`src/rtl/count_pkg.sv`:
```
// Shared constants and helpers for the modulo up/down counter family.
// Mode encodings and the prescaler phase-width helper live here so every file agrees on them.
package count_pkg;

   localparam bit MODE_WRAP = 1'b0;
   localparam bit MODE_SAT  = 1'b1;

   // A prescale of 1 still needs one phase bit so the register is never zero-width.
   function automatic int prescale_width(input int prescale);
      return (prescale <= 1) ? 1 : $clog2(prescale);
   endfunction

endpackage

```
`src/rtl/count_prescale.sv`:
```
// Prescaler phase counter: emits a one-cycle step on every PRESCALE-th enabled cycle.
// A restart (clear or load at the top level) returns the phase to zero and suppresses the step.
module count_prescale
   import count_pkg::*;
#(
   parameter int PRESCALE = 1
) (
   input  logic clk,
   input  logic reset,
   input  logic en,
   input  logic restart,
   output logic step
);

   localparam int PW = prescale_width(PRESCALE);
   localparam logic [PW-1:0] LAST_PHASE = PW'(PRESCALE - 1);

   logic [PW-1:0] phase;

   if (PRESCALE < 1) begin : g_bad_prescale
      $error("count_prescale: PRESCALE must be >= 1");
   end

   always_ff @(posedge clk) begin
      if (!reset) begin
         phase <= '0;
      end else if (restart) begin
         phase <= '0;
      end else if (en) begin
         phase <= (phase == LAST_PHASE) ? '0 : phase + PW'(1);
      end
   end

   assign step = en && !restart && (phase == LAST_PHASE);

endmodule

```
`src/rtl/count_mod_updown.sv`:
```
// Modulo-N up/down counter with clear, load, count enable, prescaler and wrap/saturate mode.
// Terminal count is combinational; the wrap pulse and sticky overflow flag are registered.
module count_mod_updown
   import count_pkg::*;
#(
   parameter int WIDTH    = 4,
   parameter int MODULUS  = 16,
   parameter int PRESCALE = 1,
   parameter int SATURATE = 0
) (
   input  logic             clk,
   input  logic             reset,
   input  logic             en,
   input  logic             up,
   input  logic             clr,
   input  logic             load,
   input  logic [WIDTH-1:0] load_val,
   output logic [WIDTH-1:0] out,
   output logic             tc,
   output logic             wrap,
   output logic             ovf
);

   localparam logic [WIDTH-1:0] TOP_VAL  = WIDTH'(MODULUS - 1);
   localparam bit               SAT_MODE = (SATURATE != 0) ? MODE_SAT : MODE_WRAP;

   if (WIDTH < 1 || MODULUS < 2 || longint'(MODULUS) > (longint'(1) << WIDTH)) begin : g_bad_modulus
      $error("count_mod_updown: need 2 <= MODULUS <= 2**WIDTH");
   end
   if (PRESCALE < 1) begin : g_bad_prescale
      $error("count_mod_updown: PRESCALE must be >= 1");
   end
   if (SATURATE != 0 && SATURATE != 1) begin : g_bad_saturate
      $error("count_mod_updown: SATURATE must be 0 or 1");
   end

   logic             step;
   logic             restart;
   logic [WIDTH-1:0] out_next;
   logic             wrap_next;
   logic             ovf_next;
   logic             at_end;

   assign restart = clr | load;

   count_prescale #(
      .PRESCALE(PRESCALE)
   ) u_prescale (
      .clk    (clk),
      .reset  (reset),
      .en     (en),
      .restart(restart),
      .step   (step)
   );

   assign at_end = up ? (out == TOP_VAL) : (out == '0);
   assign tc     = at_end;

   // Priority clr > load > step; wrap defaults low so it can only ever be a one-cycle pulse.
   always_comb begin
      out_next  = out;
      wrap_next = 1'b0;
      ovf_next  = ovf;
      if (clr) begin
         out_next = '0;
         ovf_next = 1'b0;
      end else if (load) begin
         out_next = (load_val > TOP_VAL) ? TOP_VAL : load_val;
      end else if (step) begin
         if (!at_end) begin
            out_next = up ? out + WIDTH'(1) : out - WIDTH'(1);
         end else if (SAT_MODE == MODE_SAT) begin
            ovf_next = 1'b1;
         end else begin
            out_next  = up ? '0 : TOP_VAL;
            wrap_next = 1'b1;
         end
      end
   end

   always_ff @(posedge clk) begin
      if (!reset) begin
         out  <= '0;
         wrap <= 1'b0;
         ovf  <= 1'b0;
      end else begin
         out  <= out_next;
         wrap <= wrap_next;
         ovf  <= ovf_next;
      end
   end

endmodule

```
`config.mk`:
```
export PLATFORM = sky130hd
export DESIGN_NAME = count_mod_updown
export DESIGN_NICKNAME = d
export VERILOG_FILES = /design/src/rtl/count_pkg.sv /design/src/rtl/count_prescale.sv /design/src/rtl/count_mod_updown.sv
export SDC_FILE = /design/constraint.sdc
export NUM_CORES = 1
export LEC_CHECK = 0
export ABC_AREA = 0
export CORE_AREA = 2 2 39 41
export CTS_CLUSTER_SIZE = 24
export DETAILED_ROUTE_END_ITERATION = 7
export DIE_AREA = 0 0 41 43
export GPL_TIMING_DRIVEN = 0
export PLACE_DENSITY = 0.64
export SYNTH_ARGS = -nofsm -noshare
export SYNTH_HDL_FRONTEND = slang
export SYNTH_SLANG_ARGS = --single-unit
```
`constraint.sdc`:
```
create_clock -name clk -period 2 [get_ports clk]
set_clock_uncertainty 0.2 [all_clocks]
set_input_delay 0.4 -clock clk [delete_from_list [all_inputs] [get_ports clk]]
set_output_delay 0.4 -clock clk [all_outputs]
set_load 0.005 [all_outputs]
```
==> out/metrics.yaml <==
timing:
  setup_slack_ns: 0.0323
  setup_tns_ns: 0
  rsz0062_at_grt: "true"
  maxSlewViolCount: 0
  period_needed_ns: 1.97
  max_freq_ghz: 0.508
  setup_viol: 0
  hold_violations: 0
  post-route-period-util_pct: 98.4
  timing.hold.ws_ns: 0.429
grt:
  grt_pass1_wl_mm: 1.41
  grt_pass1_vias: 340
  grt_antenna_before_repair: 0
  grt_remaining_overflow: 0
  grtUsageTotal_pct: 12.7
  grt_max_degree: 10
final_layout:
  fin_cells: 79
  fillCellCount: 159
  multiInputGateArea_um2: 243
  syn_to_final_growth_pct: 54.9
  stdcell_area_um2: 554
  antennaDiodeCount: 0
  finalNetCount: 77
  drive_gt1_share_pct: 15.9
  seq_area_um2: 105
  final_util_pct: 40.1
worst_setup_path:
  reg2reg_slack_ns: 0.33
  cp.arrival_ns: 1.37
  path_max_fanout: 2
  worstReg2RegStart: "out[1]"
  worst_r2r_endpoint: "out[1]"
  slowest_delay_ns: 0.54
  crit_path_top_delay_cell: "or4_4"
  path_buf_inv: 1
  cp-start-kind: "register"
  cp.required_ns: 1.40
  r2r_cells: 3
  cpLargestDelayFamily: "simple AND/OR/NAND/NOR gates"
  worst-setup-path-type: "register to output port"
  end_kind: "output port"
  worstPathCellList: "or4_4 -> o21ai_2 -> buf_2"
clocking:
  hold_buffers: 0
  cts.sink_count: 5
  clockBufferDepth: 2
  cts_tree: "built"
  cts_buffers: 3
  cts-htree-levels: 1
  clkTransAtPathRegs_ns: 0.04
  cts-root-buf: "clkbuf_4"
  clk_latency_ns: 0.24
power:
  p_leak_nw: 0.257
  p_per_area_mw_per_mm2: 563
  finalPower_mw: 0.312
  ir_drop_mv: 0.237
routing:
  drc: 0
  ant_nets: 0
  num_vias: 384
  vias_per_cell: 4.86
  dr.pass1.iters: 4
  wl_um: 892
  post_drt_wl_per_cell_um: 11.3
  drt_iter0_drc: 7
job:
  maxCapViolCount: 0
die:
  die_h_um: 43
  pin_count: 17
  die_w_um: 41
  initial_utilization_pct: 25.9
  num_rows: 14
  die_area_mm2: 0.00176
  coreArea_mm2: 0.00138
min_path:
  min_path_cells: 3
  hold_path.class: "input port to register"
  hold_path_startpoint: "load"
  hold-path-endpoint: "out[0]"
yosys:
  synthCells: 44
  ys_types: 24
  syn_nets: 57
  synth_seq_cells: 5
  ys_warn_count: 0
  ys_seq_area_share_pct: 28.0
  syn_area_per_cell_um2: 8.13
  syn-cell-area_um2: 358
outcome:
  status: "finished, final reports clean"
placement:
  place_area_um2: 518
  place_ws_ns: -0.534
  numPlacedInstances: 74
  gp_congestion: 0.785
  io_buffer_count: 14
==> cell usage after synthesis <==
cell      count  area [µm²]
a211o_1       1        8.76
a211oi_1      2        15.0
a21o_1        1        7.51
a21oi_1       4        20.0
and3_1        1        6.26
and4_1        1        8.76
buf_4         1        7.51
clkbuf_1      1        3.75
conb_1        1        3.75
dfxtp_1       5         100
fa_1          1        20.0
ha_1          2        25.0
inv_1         2        7.51
nand2_1       2        7.51
nand2b_1      2        12.5
nand3_1       1        5.00
nor2_1        7        26.3
nor3_1        1        5.00
o211a_1       1        10.0
o21ai_1       1        5.00
o22ai_1       1        6.26
or4_4         1        11.3
xnor2_1       2        17.5
xor2_1        2        17.5
==> area by class of cell <==
class / instances / share of cell area (%)
buffer: 2 / 2.03
clock buffer: 4 / 4.74
multi-input combinational: 35 / 43.8
tap: 16 / 3.61
sequential: 5 / 19.0
inverter: 2 / 1.35
timing repair buffer: 15 / 25.5
==> logic make-up (layout without fill, tap and decap cells) <==
| family | after synthesis | after routing | synth area share, % |
|---|---|---|---|
| other | 1 | 1 | 1.05 |
| XOR/XNOR | 4 | 4 | 9.79 |
| AND/OR/NAND/NOR | 16 | 16 | 23.1 |
| buffers and inverters | 4 | 23 | 5.25 |
| adder cells (fa/ha/maj) | 3 | 3 | 12.6 |
| AO/OA/AOI/OAI | 11 | 11 | 20.3 |
| flip-flops | 5 | 5 | 28.0 |
==> placed cells by master, fill, tap and decap left out, types with 2 or more instances in the layout <==
master / netlist / final
inv_1: 2 / 2
nand2_1: 2 / 2
nand2b_1: 2 / 2
clkdlybuf4s50_1: 0 / 12
ha_1: 2 / 2
a211oi_1: 2 / 2
clkbuf_1: 1 / 2
xnor2_1: 2 / 2
nor2_1: 7 / 7
clkbuf_4: 0 / 3
xor2_1: 2 / 2
dfxtp_1: 5 / 3
buf_4: 1 / 2
a21oi_1: 4 / 4
==> tightest hold or removal path: cells and delay by family <==
| kind | cells | cell delay (ns) |
|---|---|---|
| AOI/OAI and AO/OA | 1 | 0.18 |
| and+or+nand+nor | 1 | 0.05 |
| buffers and inverters | 1 | 0.19 |
==> layer usage <==
layer  share of wire [%]  GRT usage [%]  vias up
met5                   0              0        -
met4                   0           8.00        0
met3                 7.4           8.38        0
met2                  51           15.9       12
met1                  41           15.2      179
li1                    -              -      193
==> state kept, by name, indices dropped and copies added, names as in the netlist <==
register and cells:
out 4, wrap 1
==> how the worst max path moves through the flow <==
stage	start	endpoint	slack (ns)	cells after the start
finish	out[1]	tc	0.03	3
floorplan	out[1]	tc	0.35	2
global route	out[1]	tc	-0.02	3
CTS	out[1]	tc	-0.003	3
detailed placement	up	tc	-0.53	5
global placement	up	tc	-0.55	5
==> where the power goes <==
part           internal (mW)  switching, mW
registers              0.105        0.00689
clock network         0.0752         0.0375
logic                 0.0507         0.0362
total                  0.231         0.0805
==> timing repair <==
action	in CTS	in global routing
setup endpoints to repair	3	1
setup buffers	1	0
gates resized for setup	9	0
pin swaps	1	1
Power figures use the tool's default switching activity.
